===== src/rtl/frame_pixel_server.sv =====
// frame_pixel_server
// Framebuffer end of the VGA pixel-stream interface. It holds a WIDTH x HEIGHT
// array of 4-bit gray pixels and serves them in raster order. Each rising edge
// on frame_next_pixel_in moves a read pointer on by one pixel. A high level on
// frame_reset_in rewinds the pointer to (0,0). Both strobe inputs may be
// asynchronous to clk, so each one passes through a SYNC_STAGES-deep
// synchronizer.
//
// Ports
//   clk                  system clock
//   rst_n                asynchronous active-low reset
//   frame_next_pixel_in  advance request; a rising edge advances the pointer once
//   frame_reset_in       level; high rewinds the pointer to (0,0)
//   frame_pixel_out      registered gray value of the current pixel
//   wr_en/wr_x/wr_y/wr_data  synchronous framebuffer write port
//   frame_wrap_out       one-cycle pulse when the pointer wraps from the last pixel
//   cur_x/cur_y          current read pointer
module frame_pixel_server #(
    parameter int WIDTH       = 16,
    parameter int HEIGHT      = 12,
    parameter int SYNC_STAGES = 2
) (
    input  logic                      clk,
    input  logic                      rst_n,
    input  logic                      frame_next_pixel_in,
    input  logic                      frame_reset_in,
    output logic [3:0]                frame_pixel_out,
    input  logic                      wr_en,
    input  logic [$clog2(WIDTH)-1:0]  wr_x,
    input  logic [$clog2(HEIGHT)-1:0] wr_y,
    input  logic [3:0]                wr_data,
    output logic                      frame_wrap_out,
    output logic [$clog2(WIDTH)-1:0]  cur_x,
    output logic [$clog2(HEIGHT)-1:0] cur_y
);

    localparam int XW = $clog2(WIDTH);
    localparam int YW = $clog2(HEIGHT);
    localparam logic [XW-1:0] X_LAST = XW'(WIDTH - 1);
    localparam logic [YW-1:0] Y_LAST = YW'(HEIGHT - 1);

    logic [SYNC_STAGES-1:0] np_sync;
    logic [SYNC_STAGES-1:0] rst_sync;
    logic                   nps_d;
    logic                   nps;
    logic                   rsts;
    logic                   adv;

    logic [XW-1:0] x_nxt;
    logic [YW-1:0] y_nxt;
    logic          wrap_nxt;
    logic          wr_ok;

    logic [3:0] mem [HEIGHT][WIDTH];

    // Synchronizers and edge detect.
    always_ff @(posedge clk or negedge rst_n) begin
        if (!rst_n) begin
            np_sync  <= '0;
            rst_sync <= '0;
            nps_d    <= 1'b0;
        end else begin
            np_sync  <= {np_sync[SYNC_STAGES-2:0], frame_next_pixel_in};
            rst_sync <= {rst_sync[SYNC_STAGES-2:0], frame_reset_in};
            nps_d    <= nps;
        end
    end

    assign nps  = np_sync[SYNC_STAGES-1];
    assign rsts = rst_sync[SYNC_STAGES-1];
    assign adv  = nps & ~nps_d;

    // A rewind takes priority over an advance. An advance that arrives during a
    // rewind is dropped, not held back until later: nps_d still tracks nps.
    always_comb begin
        x_nxt    = cur_x;
        y_nxt    = cur_y;
        wrap_nxt = 1'b0;
        if (rsts) begin
            x_nxt = '0;
            y_nxt = '0;
        end else if (adv) begin
            if (cur_x != X_LAST) begin
                x_nxt = cur_x + 1'b1;
            end else if (cur_y != Y_LAST) begin
                x_nxt = '0;
                y_nxt = cur_y + 1'b1;
            end else begin
                x_nxt    = '0;
                y_nxt    = '0;
                wrap_nxt = 1'b1;
            end
        end
    end

    always_ff @(posedge clk or negedge rst_n) begin
        if (!rst_n) begin
            cur_x           <= '0;
            cur_y           <= '0;
            frame_wrap_out  <= 1'b0;
            frame_pixel_out <= 4'h0;
        end else begin
            cur_x           <= x_nxt;
            cur_y           <= y_nxt;
            frame_wrap_out  <= wrap_nxt;
            // This reads the pointer as it was before this edge, so the pixel
            // output trails a pointer change by one cycle. A write to the same
            // address at this edge shows up one cycle later.
            frame_pixel_out <= mem[cur_y][cur_x];
        end
    end

    // Out-of-range coordinates are dropped instead of being truncated into
    // another row or column.
    assign wr_ok = (32'(wr_x) < WIDTH) && (32'(wr_y) < HEIGHT);

    // The framebuffer has no reset, so its contents survive rst_n.
    always_ff @(posedge clk) begin
        if (wr_en && wr_ok) begin
            mem[wr_y][wr_x] <= wr_data;
        end
    end

endmodule


===== config.mk =====
export PLATFORM = sky130hd
export DESIGN_NAME = frame_pixel_server
export DESIGN_NICKNAME = d
export VERILOG_FILES = /design/src/rtl/frame_pixel_server.sv
export SDC_FILE = /design/constraint.sdc
export NUM_CORES = 1
export LEC_CHECK = 0
export ABC_CLOCK_PERIOD_IN_PS = 3600
export CORE_MARGIN = 2
export CORE_UTILIZATION = 28
export CTS_CLUSTER_SIZE = 25
export DETAILED_ROUTE_END_ITERATION = 10
export GPL_ROUTABILITY_DRIVEN = 0
export SLEW_MARGIN = 20
export SYNTH_ARGS = -nofsm -noshare
export SYNTH_HDL_FRONTEND = slang
export SYNTH_SLANG_ARGS = --single-unit

===== constraint.sdc =====
create_clock -name clk -period 3.6 [get_ports clk]
set_input_delay 0.54 -clock clk [delete_from_list [all_inputs] [get_ports clk]]
set_output_delay 0.54 -clock clk [all_outputs]
set_load 0.02 [all_outputs]

==> impl_metrics.env, run 1 <==
export IMPL_status="finished clean"
export IMPL_final_common_cell="edfxtp_1"
export IMPL_synth_cell_types=60
export IMPL_nNetsFinal=1759
export IMPL_postCtsResizedCells=0
export IMPL_max_stage_delay_ns=0.83
export IMPL_rsz0062_at_grt="false"
export IMPL_grt_antenna_before_repair=1
export IMPL_path_buf_inv=2
export IMPL_ant_nets=0
export IMPL_critPathKind="reg -> reg"
export IMPL_placedCellCount=3150
export IMPL_rows=122
export IMPL_maxSlewHeadroom=0.341
export IMPL_ys_flop_type="edfxtp_1"
export IMPL_slew_violations=0
export IMPL_initial_core_util=0.282
export IMPL_clk_latency_ns=0.61
export IMPL_drive_above_1_share=0.235
export IMPL_dieWidth_um=338
export IMPL_r2r_start="cur_y[0]"
export IMPL_io_pins=30
export IMPL_switchingPower_mw=3.67
export IMPL_tns_ns=0
export IMPL_syn_instance_count=1638
export IMPL_p_int_mw=14.9
export IMPL_tritoncts="done"
export IMPL_synth_seq_area_share=0.753
export IMPL_p_clk_frac=0.433
export IMPL_yosys_warnings=0
export IMPL_grt_pass1_vias=16600
export IMPL_cts_sinks=786
export IMPL_start_kind="register"
export IMPL_period_minus_slack_ns=3.47
export IMPL_drv_cap=0
export IMPL_cts_root_buffer="clkbuf_16"
export IMPL_drcViolationCount=0
export IMPL_clock_path_buffers=3
export IMPL_critical_path_top_delay_family="compound AO/OA/AOI/OAI gates"
export IMPL_post_cts_buffers=0
export IMPL_coreArea_um2=111000
export IMPL_power_density_nw_per_um2=511
export IMPL_fmax_mhz=288
export IMPL_p_sw_frac=0.198
export IMPL_stdcell_count=3290
export IMPL_viasPerCell=4.97
export IMPL_cts_clk_slew_worst_paths_ns=0.06
export IMPL_p_total_mw=18.5
export IMPL_portBuffers=29
export IMPL_required_ns=4.04
export IMPL_ir_worst_vdd_v=0.000332
export IMPL_crit_path_top_delay_cell="dfrtp_4"
export IMPL_first_pass_iters=7
export IMPL_p_leak_nw=10.7
export IMPL_min_from="np_sync[0]"
export IMPL_grt_use_total=0.138
export IMPL_synth_async_reset_ratio=0.0229
export IMPL_place_hpwl_um=51400
export IMPL_vias=16400
export IMPL_ys_ff_latch=786
export IMPL_first_iter_violations=1799
export IMPL_worstMarginPinSlew_ns=0.985
export IMPL_totalWireLength_um=79000
export IMPL_grt_pass1_wl_um=115000
export IMPL_path_max_fanout=31
export IMPL_finClkSkew_ns=0.0171
export IMPL_power_frac_comb=0.023
export IMPL_grt_max_degree=89
export IMPL_hold_viol_final=0
export IMPL_critPathArrivalTime_ns=3.91
export IMPL_setup_viol=0
export IMPL_synth_edf_count=768
export IMPL_seqPwrFrac=0.544
export IMPL_die_h_um=338
export IMPL_most_common_layout_cells="768 x edfxtp_1, 236 x nor2_1, 176 x mux4_2, 83 x buf_4, 82 x clkbuf_16"
export IMPL_cp_startpoint="cur_y[0]"
export IMPL_die_area_um2=114000
export IMPL_grt_overflow=0
export IMPL_cts_htree_levels=3
export IMPL_worstSetupEndpointType="register"
export IMPL_synth_area_um2=31200
export IMPL_hold_class="reg -> reg"
export IMPL_period_share=0.964
export IMPL_syn_avg_cell_area_um2=19.1
export IMPL_numCtsBuffers=76
export IMPL_synthToLayoutAreaGrowth_pct=16.2
export IMPL_worstPathCellList="buf_12, buf_4, mux4_2, a21oi_1, o31a_1, a311oi_1, a2111oi_1, o32ai_1"
export IMPL_synth_nets=1657
export IMPL_cts_hold_buffers_added=0
export IMPL_wl_per_cell_um=24.0
[registers in the layout (all words and copies together), names as in the netlist]
signal / cells
cur_x: 4
cur_y: 4
frame_pixel_out: 4
frame_wrap_out: 1
mem: 768
np_sync: 2
nps_d: 1
rst_sync: 2
[routing by layer]
metal | vias up | part of all wire | routed length (µm) | track usage
met5 | - | 0 | 0 | 0
met4 | 0 | 0.035 | 2750 | 0.0553
met3 | 153 | 0.078 | 6190 | 0.0178
met2 | 796 | 0.48 | 37900 | 0.225
met1 | 8588 | 0.41 | 32200 | 0.187
li1 | 6819 | - | - | -
[path summary, 6_finish.rpt]
| check | cells past startpoint | to | slack, ns |
|---|---|---|---|
| min in group asynchronous | 1 | rst_sync[1] | 0.47 |
| hold reg to reg | 0 | np_sync[1] | 0.35 |
| max in group asynchronous | 1 | cur_y[1] | 2.42 |
| hold / removal | 0 | np_sync[1] | 0.35 |
| setup / recovery | 8 | frame_pixel_out[0] | 0.13 |
| setup reg to reg | 8 | frame_pixel_out[0] | 0.13 |
[layout make-up]
cell class / count / area, µm²
clock inverters: 40 / 387
flip-flops and latches: 786 / 23500
repair buffers: 125 / 1200
clock buffers: 99 / 2140
multi-input cells: 746 / 7130
diodes: 1 / 2.50
well taps: 1488 / 1860
inverters: 5 / 18.8
fillers: 10500 / 74400
[cell usage after synthesis, types with 4 or more instances]
library cell,number,area share
o22ai_1,18,0.0036
buf_4,12,0.0029
and3_1,4,0.00080
buf_1,6,0.00072
and2_1,4,0.00080
a32oi_1,4,0.0011
nand4_1,4,0.00080
a221oi_1,7,0.0020
buf_6,14,0.0050
mux2i_1,38,0.012
clkbuf_1,44,0.0053
a21oi_1,16,0.0026
o21ai_0,19,0.0030
mux2_2,20,0.0072
a22o_1,4,0.0011
o211ai_1,5,0.0012
nand2b_1,9,0.0018
mux4_2,176,0.13
nor3_1,10,0.0016
a211oi_1,7,0.0017
nand2_1,60,0.0072
o221ai_1,6,0.0017
a2111oi_0,4,0.0011
nor2_1,237,0.028
dfrtp_1,18,0.014
a31oi_1,5,0.0010
nor2b_1,16,0.0032
buf_2,25,0.0040
nand3_1,16,0.0026
a22oi_1,13,0.0031
edfxtp_1,768,0.74
[through the flow]
stage	utilization	hold WS (ns)	cell area, µm²	setup WS (ns)
floorplan	-	0.244	31200	1.13
global placement	0.305	0.345	33700	0.162
detailed placement	0.305	0.343	33700	0.0179
CTS	0.328	0.329	36300	0.155
global route	0.328	0.350	36300	0.0154
finish	0.328	0.353	36300	0.131
[power groups by stage]
stage | registers, mW | logic (mW) | clock network [mW]
6_report | 10.1 | 0.425 | 8.02
5_1_grt | 10.1 | 0.450 | 8.52
4_1_cts | 10.1 | 0.426 | 8.17
3_5_place_dp | 10.3 | 0.426 | 0
3_3_place_gp | 10.3 | 0.412 | 0
2_1_floorplan | 10.3 | 0.124 | 0
[logic make-up after synthesis]
logic type               Yosys count  share of synthesized area
AO/OA/AOI/OAI                    130                     0.0292
XOR/XNOR                           2                   0.000561
flip-flops                       786                      0.753
AND/OR/NAND/NOR                  378                     0.0515
buffers and inverters            106                     0.0186
multiplexers                     234                      0.146
adder cells (fa/ha/maj)            2                   0.000801
No activity file was read; power rests on OpenSTA's default activity.
==> run 2, diff against run 1 <==
--- a/config.mk
+++ b/config.mk
@@ -6,6 +6,7 @@
 export NUM_CORES = 1
 export LEC_CHECK = 0
 export ABC_CLOCK_PERIOD_IN_PS = 3600
+export CAP_MARGIN = 20
 export CORE_MARGIN = 2
 export CORE_UTILIZATION = 28
 export CTS_CLUSTER_SIZE = 25
==> results of run 2 <==
Final layout, timing and power as in run 1 (identical DEF).
